`config.mk`:
```
export PLATFORM = sky130hd
export DESIGN_NAME = fetch_pc_unit
export DESIGN_NICKNAME = d
export VERILOG_FILES = /design/src/rtl/fetch_pc_unit.sv
export SDC_FILE = /design/constraint.sdc
export NUM_CORES = 1
export LEC_CHECK = 0
export BUFFER_PORTS_ARGS = -buffer_cell sky130_fd_sc_hd__buf_2
export CORE_MARGIN = 10
export CORE_UTILIZATION = 52
export DETAILED_ROUTE_END_ITERATION = 7
export PLACE_DENSITY_LB_ADDON = 0.12
export SETUP_SLACK_MARGIN = 0.15
export SYNTH_ARGS = -nofsm -noshare
export SYNTH_HDL_FRONTEND = slang
export SYNTH_SLANG_ARGS = --single-unit
```
`constraint.sdc`:
```
create_clock -name clk -period 6.9 [get_ports clk]
set_clock_uncertainty 0.2 [all_clocks]
set_input_delay 0.69 -clock clk [delete_from_list [all_inputs] [get_ports clk]]
set_output_delay 0.69 -clock clk [all_outputs]
set_load 0.02 [all_outputs]
```
`src/rtl/fetch_pc_unit.sv`:
```
`timescale 1ns/1ps
// -----------------------------------------------------------------------------
// fetch_pc_unit
//
// Instruction-fetch stage at the front of the pipeline. It owns the PC and
// issues one instruction-memory request at a time. The returned word is held
// in a one-entry buffer until decode takes it. A taken branch/jump resolved in
// EX (ResolveValid & PCNextSrc) redirects fetch to BranchTarget. Any request
// or buffered instruction still in flight is discarded.
//
// Ports
//   clk, rst            clock; synchronous active-high reset
//   PCNextSrc           branch_unit select, 1 = take BranchTarget
//   ResolveValid        qualifies PCNextSrc (EX holds a branch/jump)
//   BranchTarget        redirect address from EX
//   imem_req_valid/ready/addr   request channel to instruction memory
//   imem_resp_valid/data        response channel (one beat per request)
//   if_valid/ready      handshake to decode
//   if_instr, if_pc     buffered instruction and its PC
//   if_pc_plus4         if_pc + 4, modulo 2^XLEN
//   if_misalign, if_bad_addr    (FETCH_MISALIGN_TRAP_EN only) misaligned
//                               redirect report
//
// Build option FETCH_MISALIGN_TRAP_EN:
//   defined   - a redirect to a target that is not word-aligned does not
//               fetch. It presents a nop flagged if_misalign, then idles until
//               the next redirect.
//   undefined - the low two target bits are cleared on redirect.
//
// state  | meaning
// -------+-------------------------------------------------------------
// S_REQ  | request for PC driven, waiting for imem_req_ready
// S_WAIT | request accepted, waiting for the response beat
// S_HOLD | instruction (or misalign trap) presented to decode
// S_IDLE | trap taken by decode; no fetch until the next redirect
// -----------------------------------------------------------------------------
module fetch_pc_unit #(
    parameter int              XLEN     = 32,
    parameter logic [XLEN-1:0] RESET_PC = '0
) (
    input  logic            clk,
    input  logic            rst,
    input  logic            PCNextSrc,
    input  logic            ResolveValid,
    input  logic [XLEN-1:0] BranchTarget,
    output logic            imem_req_valid,
    input  logic            imem_req_ready,
    output logic [XLEN-1:0] imem_req_addr,
    input  logic            imem_resp_valid,
    input  logic [31:0]     imem_resp_data,
    output logic            if_valid,
    input  logic            if_ready,
    output logic [31:0]     if_instr,
    output logic [XLEN-1:0] if_pc,
    output logic [XLEN-1:0] if_pc_plus4
`ifdef FETCH_MISALIGN_TRAP_EN
    ,
    output logic            if_misalign,
    output logic [XLEN-1:0] if_bad_addr
`endif
);

    localparam logic [1:0] S_REQ  = 2'd0;
    localparam logic [1:0] S_WAIT = 2'd1;
    localparam logic [1:0] S_HOLD = 2'd2;
    localparam logic [1:0] S_IDLE = 2'd3;

    localparam logic [31:0]     NOP_INSTR = 32'h0000_0013;
    localparam logic [XLEN-1:0] PC_STEP   = XLEN'(4);
    localparam logic [XLEN-1:0] LOW_BITS  = XLEN'(3);

    logic [1:0]      state;
    logic [XLEN-1:0] pc;
    logic [XLEN-1:0] if_pc_q;
    logic [31:0]     instr_q;
    logic            drop;      // the outstanding response belongs to a dead request
    logic            trap_q;    // the HOLD entry is a misalign trap, not a fetched word

    logic            redirect;
    logic            tgt_trap;
    logic [XLEN-1:0] tgt;

    assign redirect = ResolveValid & PCNextSrc;

`ifdef FETCH_MISALIGN_TRAP_EN
    logic [XLEN-1:0] bad_addr_q;

    assign tgt      = BranchTarget;
    assign tgt_trap = |(BranchTarget & LOW_BITS);
`else
    assign tgt      = BranchTarget & ~LOW_BITS;
    assign tgt_trap = 1'b0;
`endif

    always_ff @(posedge clk) begin
        if (rst) begin
            state   <= S_REQ;
            pc      <= RESET_PC;
            drop    <= 1'b0;
            trap_q  <= 1'b0;
            instr_q <= NOP_INSTR;
            if_pc_q <= RESET_PC;
        end else if (redirect) begin
            // Redirect outranks every other event in every state.
            pc <= tgt;
            if (tgt_trap) begin
                state   <= S_HOLD;
                drop    <= 1'b0;
                trap_q  <= 1'b1;
                instr_q <= NOP_INSTR;
                if_pc_q <= tgt;
            end else begin
                trap_q <= 1'b0;
                case (state)
                    S_REQ: begin
                        // Old address accepted on this edge: its reply must be dropped.
                        if (imem_req_ready) begin
                            state <= S_WAIT;
                            drop  <= 1'b1;
                        end
                    end
                    S_WAIT: begin
                        if (imem_resp_valid) begin
                            state <= S_REQ;
                            drop  <= 1'b0;
                        end else begin
                            drop  <= 1'b1;
                        end
                    end
                    default: begin
                        state <= S_REQ;
                        drop  <= 1'b0;
                    end
                endcase
            end
        end else begin
            case (state)
                S_REQ: begin
                    if (imem_req_ready) begin
                        state <= S_WAIT;
                    end
                end
                S_WAIT: begin
                    if (imem_resp_valid) begin
                        if (drop) begin
                            drop  <= 1'b0;
                            state <= S_REQ;
                        end else begin
                            instr_q <= imem_resp_data;
                            if_pc_q <= pc;
                            pc      <= pc + PC_STEP;
                            state   <= S_HOLD;
                        end
                    end
                end
                S_HOLD: begin
                    if (if_ready) begin
                        state  <= trap_q ? S_IDLE : S_REQ;
                        trap_q <= 1'b0;
                    end
                end
                default: begin
                end
            endcase
        end
    end

`ifdef FETCH_MISALIGN_TRAP_EN
    always_ff @(posedge clk) begin
        if (rst) begin
            bad_addr_q <= '0;
        end else if (redirect && tgt_trap) begin
            bad_addr_q <= BranchTarget;
        end
    end

    assign if_misalign = trap_q;
    assign if_bad_addr = bad_addr_q;
`endif

    // Gate with rst so no request is visible while reset is held.
    assign imem_req_valid = (state == S_REQ) & ~rst;
    assign imem_req_addr  = pc;
    assign if_valid       = (state == S_HOLD);
    assign if_instr       = instr_q;
    assign if_pc          = if_pc_q;
    assign if_pc_plus4    = if_pc_q + PC_STEP;

endmodule

```
==> metrics, run 1 <==
clk sinks=95; synth cell count leaders=149 x nand2_1, 95 x dfxtp_1, 64 x a21oi_1; worst hold path type=register to register; worst slew pin tran=roughly 1.1 ns; post-CTS setup buffer count=0; RSZ-0062 raised after global routing=false; Post-CTS Hold Buffers=0; Synth Cell Area=~4700 sq um; Cells after Synth=612; pwr dens=slightly above 200 nW/um^2; Worst Setup Start Kind=register; GRT met1 Usage=0.265; top cell type's share of synthesized area=0.406; vias in the first global route=4660; clock buffer depth=2; setup tns final=0 ns; Ys Warns=0; Remaining Overflow, GRT=0; final worst-path cycle share=0.466; WP buf/inv=1; DP Worst Slack=roughly 3.6 ns; outcome=finished clean; grt peak-use layer=met2; most common cell in the netlist=nand2_1; fraction of layout cells with a size suffix above 1=0.280; Num CTS Buffers=9; Fmax achieved=slightly above 300 MHz; area occupied by multi-input gates=2590 sq um; final net count=854; VDD IR-drop max=0.121 mV; Die H=between 100 and 150 um; WHS=approximately 0.26 ns; largest net degree at the start of global routing=77; count of cell types in the netlist=48; clk slew on worst S/H paths=0.10 ns; Most used DFF post-synth=dfxtp_1; Core ar.=8760 sq um; Global Route Usage Sum=0.211; CP required=6.01 ns; CTS tree=built; Worst Path Arrival=roughly 2.3 ns; Routed Wire Length=~15000 um; final hold violations=0; count of input and output buffers=about 190; asr flop ratio synth=0; Die X=115 um; global placer's final weighted congestion=0.844; PnR worst setup slack=around 3.7 ns; Seq. cell area=between 1500 and 2000 sq um; Mapped Avg Cell Area=between 7 and 8 sq um; setup violators final=0; DRC Markers=0; num rows=34; clock root buffer=clkbuf_8; Post-DP Area=5630 sq um; cell taking the most area after synthesis=dfxtp_1; max_cap viols=0; die area=13200 sq um; initial core utilization=0.535; Setup crit end kind=output port; met3 usage=0.0583; CP max-delay cell=nor4_2; flops & latches, synth=95; Most Frequent Cell on Critical Path=nand4_1; clock latency on the worst-skew pair=0.35 ns; Tmin final=approximately 3.2 ns; Seq/Total Area, Yosys=0.406; initial drt markers=610; synth top area cells=dfxtp_1 41%, nand2_1 12%, a21oi_1 6.8%, xnor2_1 5.6%, nand3_1 3.4%; Fillers=779; H-Tree Depth=3; crit-path cells=nand4_1 > nor4_2 > nand4_1 > xnor2_1 > buf_2; P_leak=roughly 2.5 nW; overall power=1.18 mW; Via-to-Cell Ratio=about 5.6; detailed-router iteration count before antenna repair=5; met2 GRT Util=0.347; Layout area overhead=24.5%; CP Class=register to output port; delay-heaviest family, CP=simple AND/OR/NAND/NOR gates; initial antenna violation count=0; DR WL/cell=roughly 17 um; DP HPWL=around 11000 um; critical path's largest stage delay=about 0.7 ns; Resize count post-CTS=0; Slew headroom=0.236; via count=~5000; I/O Pins=~200; final antenna-violating net count=0; fin area=~5800 sq um; number of enable flip-flop cells after synthesis=0; first-pass GRT wire length=about 23000 um; Slew Limit Fails=0; crit-path max FO=9; antenna cell count=0
through the flow:
stage	util	cells
final	0.666	891
after global routing	0.666	891
after CTS	0.666	891
after detailed placement	0.643	875
after global placement	0.643	875
after floorplan	-	617
worst paths after layout:
| path | cells after the start | from | end | slack (ns) |
|---|---|---|---|---|
| min | 2 | if_instr[22]$_SDFFE_PP0P_ | if_instr[22]$_SDFFE_PP0P_ | 0.26 |
| min reg2reg | 2 | if_instr[22]$_SDFFE_PP0P_ | if_instr[22]$_SDFFE_PP0P_ | 0.26 |
| max | 5 | if_pc[14]$_SDFFE_PP0P_ | if_pc_plus4[28] | 3.69 |
| max reg2reg | 7 | state[1]$_SDFFE_PP0P_ | if_pc[21]$_SDFFE_PP0P_ | 4.21 |
layer usage:
metal | share of wire | vias to the layer above
li1 | - | 2488
met1 | 0.42 | 2249
met2 | 0.48 | 204
met3 | 0.094 | 11
met4 | 0.0076 | 0
met5 | 0 | -
worst register-to-register path: stages (launching register included):
cell      delay (ns)
dfxtp_1         0.36
inv_1           0.09
ha_1            0.27
nand3b_1        0.47
nor2_4          0.36
buf_4           0.55
nand2_1         0.18
a21oi_1         0.14
area by class of cell:
cell class,instances,share of cell area
multi-input cells,469,0.443
flip-flops and latches,95,0.326
repair buffers,194,0.167
well taps,108,0.0232
clock buffers,9,0.0212
clock inverters,7,0.0135
inverters,9,0.00579
flip-flops by register name, summed over array words and instances (netlist names):
name	cells
drop	1
imem_req_addr	30
if_pc	30
if_instr	32
state	2
report_power, final:
group          internal, mW  switching, mW
Combinational        0.0658          0.123
Clock                 0.172          0.207
Sequential            0.574         0.0343
placed cells by master (no fill, tap or decap), types with 9 or more instances in the layout:
cell type	Yosys	final
a211oi_1	10	10
a21oi_1	64	64
and4_1	9	9
buf_2	0	192
clkbuf_8	0	9
dfxtp_1	95	95
nand2_1	149	147
nand3_1	32	32
nand4_1	21	21
nor2_1	24	23
nor3_1	14	14
o21ai_0	28	28
xnor2_1	30	30
cell families (layout without fill, tap and decap cells):
logic type | count (synthesis) | in the layout | share of synthesized area
buffers and inverters | 53 | 219 | 0.0491
multiplexers | 1 | 1 | 0.00240
adder cells (fa/ha/maj) | 5 | 5 | 0.0133
XOR/XNOR | 38 | 38 | 0.0710
other | 1 | 6 | 0.000800
AND/OR/NAND/NOR | 291 | 291 | 0.301
flip-flops | 95 | 95 | 0.406
AO/OA/AOI/OAI | 128 | 128 | 0.157
Power figures use the tool's default switching activity.
==> run 2: changes to the inputs <==
--- a/config.mk
+++ b/config.mk
@@ -5,9 +5,10 @@
 export SDC_FILE = /design/constraint.sdc
 export NUM_CORES = 1
 export LEC_CHECK = 0
+export ABC_AREA = 1
 export BUFFER_PORTS_ARGS = -buffer_cell sky130_fd_sc_hd__buf_2
 export CORE_MARGIN = 10
-export CORE_UTILIZATION = 52
+export CORE_UTILIZATION = 50
 export DETAILED_ROUTE_END_ITERATION = 7
 export PLACE_DENSITY_LB_ADDON = 0.12
 export SETUP_SLACK_MARGIN = 0.15
==> constraint.sdc (replaced) <==
create_clock -name clk -period 3 [get_ports clk]
set_clock_uncertainty 0.2 [all_clocks]
set_input_delay 0.3 -clock clk [delete_from_list [all_inputs] [get_ports clk]]
set_output_delay 0.3 -clock clk [all_outputs]
set_load 0.02 [all_outputs]
==> metrics, run 2 <==
RSZ-0062 raised after global routing=false; DP HPWL=13400 um (+20%); crit-path cells=ha_1 > nand3_2 > nor2_2 > nand2_2 > nor2_8 > nand2_2 > nor2_2 > xor2_1 > buf_2; Num CTS Buffers=9 (unchanged); post-CTS setup buffer count=0 (unchanged); Reg2Reg Setup Slack=0.74 ns (-3.47 ns); count of cell types in the netlist=35 (-27%); clock share of power=0.296 (-0.027); Via-to-Cell Ratio=5.00 (-10%); DRC Markers=0 (unchanged); setup violators final=0 (unchanged); global placer's final weighted congestion=0.902 (+6.9%); P_leak=3.70 nW (+51%); outcome=finished clean; synth top area cells=dfxtp_1 35%, nand2_1 14%, nor2_1 11%, inv_1 7.0%, o21ai_0 6.6%; Core ar.=10700 sq um (+23%); clock root buffer=clkbuf_8; delay-heaviest family, CP=simple AND/OR/NAND/NOR gates; area occupied by multi-input gates=2950 sq um (+14%); Hold EP=imem_req_addr[9]$_SDFFE_PP0P_; cell taking the most area after synthesis=dfxtp_1; VDD IR-drop max=0.337 mV (+180%); fraction of layout cells with a size suffix above 1=0.230 (-0.0495); asr flop ratio synth=0 (unchanged); Die H=124 um (+8.2%); number of enable flip-flop cells after synthesis=0 (unchanged); most common cell in the netlist=nand2_1; Fillers=1063 (+36%); flops & latches, synth=95 (unchanged); CTS tree=built; max_cap viols=0 (unchanged); most frequent cells in the layout=208 x nand2_1, 192 x buf_2, 153 x nor2_1, 102 x inv_1, 94 x dfxtp_1; commonest non-fill, non-tap cell in the layout=nand2_1; hold depth=5 (+3); Seq/Total Area, Yosys=0.349 (-0.0567); fin area=7040 sq um (+21%); WP buf/inv=1 (unchanged); critical path's largest stage delay=0.40 ns (-0.28 ns); Ys Warns=0 (unchanged); CP Class=register to output port; reg2reg end=imem_req_addr[18]$_SDFFE_PP0P_; num rows=38 (+12%); vias in the first global route=5789 (+24%); clk sinks=95 (unchanged); final hold violations=0 (unchanged); clock latency on the worst-skew pair=0.38 ns (+0.03 ns); H-Tree Depth=3 (unchanged); top cell type's share of synthesized area=0.349 (-0.0567); I/O Pins=201 (unchanged); final net count=1144 (+34%); Die X=124 um (+8.2%); Synth Cell Area=5450 sq um (+16%); initial drt markers=505 (-17%); Routed Wire Length=18200 um (+22%); WHS=0.0501 ns (-0.205 ns); first-pass GRT wire length=29100 um (+25%); r2r worst-path depth=11 (+4); combinational share of power=0.233 (+0.072); worst hold path type=input port to register; Most used DFF post-synth=dfxtp_1; die area=15500 sq um (+17%); Worst Path Arrival=2.15 ns (-0.17 ns); RR Startpoint=state[1]$_SDFFE_PP0P_; Tmin final=approximately 2.6 ns; crit-path max FO=7 (-2); Slew Limit Fails=0 (unchanged); Remaining Overflow, GRT=0 (unchanged); initial core utilization=0.507 (-0.0278); CP required=2.50 ns (-3.51 ns); Largest register FFs=32 (unchanged); Layout area overhead=29.2%; synth cell count leaders=208 x nand2_1, 153 x nor2_1, 102 x inv_1; register share of total power=0.471 (-0.046); Global Route Usage Sum=0.223 (+0.0124); switching part of the total power=0.348 (+0.0379); final non-filler cell total=1214 (+36%); final antenna-violating net count=0 (unchanged); hold path start=BranchTarget[9]; post-placement cell count=1159 (+32%); clock buffer depth=2 (unchanged); via count=6071 (+23%); DR WL/cell=15.0 um (-10%); final worst-path cycle share=0.882; Seq. cell area=1900 sq um (about the same); worst slew pin tran=0.938 ns (-0.204 ns); Power Internal=2.00 mW (+150%); sw power=1.07 mW (+190%); clk slew on worst S/H paths=0.10 ns (about the same); Mapped Avg Cell Area=6.40 sq um (-16%); CP max-delay cell=dfxtp_1; Fmax achieved=approximately 380 MHz; detailed-router iteration count before antenna repair=6 (+1); Post-DP Area=6450 sq um (+15%); Setup crit end kind=output port; Cells after Synth=851 (+39%); Worst Setup Start Kind=register; initial antenna violation count=0 (unchanged); setup tns final=0 ns (unchanged); pwr dens=435 nW/um^2 (+120%); largest net degree at the start of global routing=60 (-22%); count of input and output buffers=192 (unchanged); Slew headroom=0.374 (+0.138)
-- run 2: area by class of cell --
class / count / share of cell area
well taps: 140 / 0.0249
inverters: 105 / 0.0560
multi-input cells: 619 / 0.419
diodes: 1 / 0.000355
clock buffers: 9 / 0.0176
flip-flops and latches: 95 / 0.270
clock inverters: 7 / 0.0114
repair buffers: 238 / 0.201
-- run 2: how the worst max path moves through the flow --
stage / startpoint / to / slack (ns) / cells after the start
after detailed placement: if_pc[2]$_SDFFE_PP0P_ / if_pc_plus4[18] / 0.75 / 9
after global routing: if_pc[3]$_SDFFE_PP0P_ / if_pc_plus4[26] / 0.17 / 9
after global placement: state[1]$_SDFFE_PP0P_ / imem_req_addr[18]$_SDFFE_PP0P_ / 0.77 / 11
after floorplan: if_pc[3]$_SDFFE_PP0P_ / if_pc_plus4[18] / 0.76 / 8
after CTS: if_pc[2]$_SDFFE_PP0P_ / if_pc_plus4[18] / 0.31 / 9
final: if_pc[3]$_SDFFE_PP0P_ / if_pc_plus4[18] / 0.35 / 9
-- run 2: power groups by stage --
stage	clock [mW]	combinational [mW]	sequential (mW)
finish	0.908	0.714	1.45
global route	0.966	0.786	1.46
CTS	0.922	0.715	1.44
detailed placement	0	0.675	1.47
global placement	0	0.671	1.47
floorplan	0	0.339	1.56
-- run 2: what timing repair did --
item,CTS,global route
hold buffers,38,0
gates resized for setup,0,1
setup endpoints to repair,0,2
hold endpoints to repair,38,0
-- run 2: kinds of logic after synthesis --
kind of cell	after synthesis	synth area share
AOI/OAI and AO/OA	109	0.108
xor gates and xnor gates	26	0.0418
adders and majority gates	5	0.0115
buffers and inverters	142	0.113
DFF	95	0.349
other	1	0.000688
and+or+nand+nor	473	0.376
-- run 2: metrics by stage --
step	total power [mW]	utilization	worst slack (ns)
finish	3.07	0.655	0.354
global route	3.21	0.655	0.174
CTS	3.08	0.655	0.313
detailed placement	2.15	0.601	0.745
global placement	2.14	0.601	0.765
floorplan	1.89	-	0.758
-- run 2: worst min-delay path, stage by stage --
cell     delay, ns
buf_2         0.07
nand2_1       0.04
o21ai_0       0.06
a21oi_1       0.05
nor2_1        0.07
-- run 2: per-layer routing --
metal / track usage / wire [um]
met1: 0.260 / 7770
met3: 0.0698 / 1360
met5: 0 / 0
met4: 0.0589 / 329
met2: 0.385 / 8730
==> run 3: changes to the inputs <==
==> constraint.sdc (replaced) <==
create_clock -name clk -period 3 [get_ports clk]
set_clock_uncertainty 0.2 [all_clocks]
set_input_delay 0.6 -clock clk [delete_from_list [all_inputs] [get_ports clk]]
set_output_delay 0.6 -clock clk [all_outputs]
set_load 0.02 [all_outputs]
==> metrics, run 3 (synthesized netlist as in run 2, its figures left out) <==
outcome=finished clean; CP Class=register to output port; pwr dens=444 nW/um^2 (+1.9%); I/O Pins=201 (unchanged); clock root buffer=clkbuf_8; Slew Limit Fails=0 (unchanged); clk slew on worst S/H paths=0.10 ns (about the same); Core ar.=10700 sq um (unchanged); global placer's final weighted congestion=0.913 (+1.3%); count of input and output buffers=192 (unchanged); Worst Setup Start Kind=register; commonest non-fill, non-tap cell in the layout=nand2_1; fin area=6870 sq um (-2.5%); die area=15500 sq um (unchanged); crit-path max FO=6 (-1); max_cap viols=0 (unchanged); Largest register FFs=32 (unchanged); H-Tree Depth=3 (unchanged); largest net degree at the start of global routing=59 (-1.7%); worst hold path type=input port to register; WHS=0.214 ns (+0.164 ns); Die X=124 um (unchanged); clk sinks=95 (unchanged); final hold violations=0 (unchanged); initial antenna violation count=0 (unchanged); worst slew pin tran=0.957 ns (+0.0192 ns); post-placement cell count=1160 (+0.086%); final worst-path cycle share=0.929 (+0.0472); Remaining Overflow, GRT=0 (unchanged); PnR worst setup slack=0.213 ns (-0.142 ns); overall power=3.05 mW (-0.64%); Worst Path Arrival=1.99 ns (-0.16 ns); final antenna-violating net count=0 (unchanged); CP required=2.20 ns (-0.30 ns); Fmax achieved=359 MHz (-5.1%); initial core utilization=0.507 (unchanged); Die H=124 um (unchanged); Via-to-Cell Ratio=5.00 (about the same); clock buffer depth=2 (unchanged); RSZ-0062 raised after global routing=true; VDD IR-drop max=0.488 mV (+45%); Slew headroom=0.361 (-0.0128); DRC Markers=0 (unchanged); Tmin final=2.79 ns (+0.142 ns); Fillers=1081 (+1.7%); initial drt markers=510 (+0.99%); detailed-router iteration count before antenna repair=6 (unchanged); vias in the first global route=5455 (-5.8%); DP Worst Slack=0.415 ns (-0.330 ns); fraction of layout cells with a size suffix above 1=0.259 (+0.0284); Post-CTS Hold Buffers=0 (-100%); clock latency on the worst-skew pair=0.39 ns (about the same); most frequent cells in the layout=208 x nand2_1, 188 x buf_2, 151 x nor2_1, 102 x inv_1, 86 x dfxtp_1; setup violators final=0 (unchanged); num rows=38 (unchanged); setup tns final=0 ns (unchanged); Num CTS Buffers=9 (unchanged); first-pass GRT wire length=27900 um (-4.3%); DR WL/cell=14.8 um (-1.0%); antenna cell count=0 (-1); Routed Wire Length=17600 um (-3.2%); Layout area overhead=26.0%; Setup crit end kind=output port; final net count=1119 (-2.2%); Global Route Usage Sum=0.216 (-0.00729); final non-filler cell total=1188 (-2.1%); P_leak=3.64 nW (-1.5%); final design utilization=0.639 (-0.0163); DP HPWL=13300 um (-0.43%); Post-DP Area=6470 sq um (+0.31%); CTS tree=built; via count=5944 (-2.1%)
-- run 3: area by class of cell --
| type | count | area, sq um | share of cell area |
|---|---|---|---|
| clock buffers | 12 | 155 | 0.0226 |
| clock inverters | 4 | 53.8 | 0.00783 |
| inverters | 105 | 394 | 0.0574 |
| multi-input cells | 619 | 3010 | 0.438 |
| flip-flops and latches | 95 | 1920 | 0.279 |
| well taps | 140 | 175 | 0.0255 |
| repair buffers | 213 | 1160 | 0.170 |
-- run 3: final timing paths --
check             depth (start not counted)                             end                     start  slack [ns]
setup / recovery                          8                 if_pc_plus4[25]     if_pc[3]$_SDFFE_PP0P_        0.21
hold reg to reg                           2        if_instr[1]$_SDFFE_PP1P_  if_instr[1]$_SDFFE_PP1P_        0.26
hold / removal                            3        if_instr[1]$_SDFFE_PP1P_         imem_resp_data[1]        0.21
setup reg to reg                         11  imem_req_addr[20]$_SDFFE_PP0P_     state[1]$_SDFFE_PP0P_        0.88
-- run 3: where the power goes --
| group | total [mW] | switching [mW] | internal [mW] |
|---|---|---|---|
| clock | 0.912 | 0.480 | 0.433 |
| combinational | 0.688 | 0.455 | 0.232 |
| sequential | 1.45 | 0.0963 | 1.35 |
| total | 3.05 | 1.03 | 2.02 |
-- run 3: routing by layer --
metal | up-vias | part of all wire | global-route usage
li1 | 3051 | - | -
met1 | 2681 | 0.43 | 0.269
met2 | 191 | 0.47 | 0.344
met3 | 21 | 0.082 | 0.0753
met4 | 0 | 0.016 | 0.0589
met5 | - | 0 | 0
-- run 3: what timing repair did --
item	CTS	global route
resized for setup	8	20
pin swaps	3	11
buffers inserted	4	8
setup endpoints to repair	8	13
-- run 3: worst max-delay path: stages (launching register included) --
cell	delay, ns
dfxtp_2	0.37
buf_6	0.11
nand3_4	0.08
nor2_4	0.11
nand2_2	0.12
nor2_1	0.30
nand4_1	0.17
xor2_1	0.15
buf_2	0.18
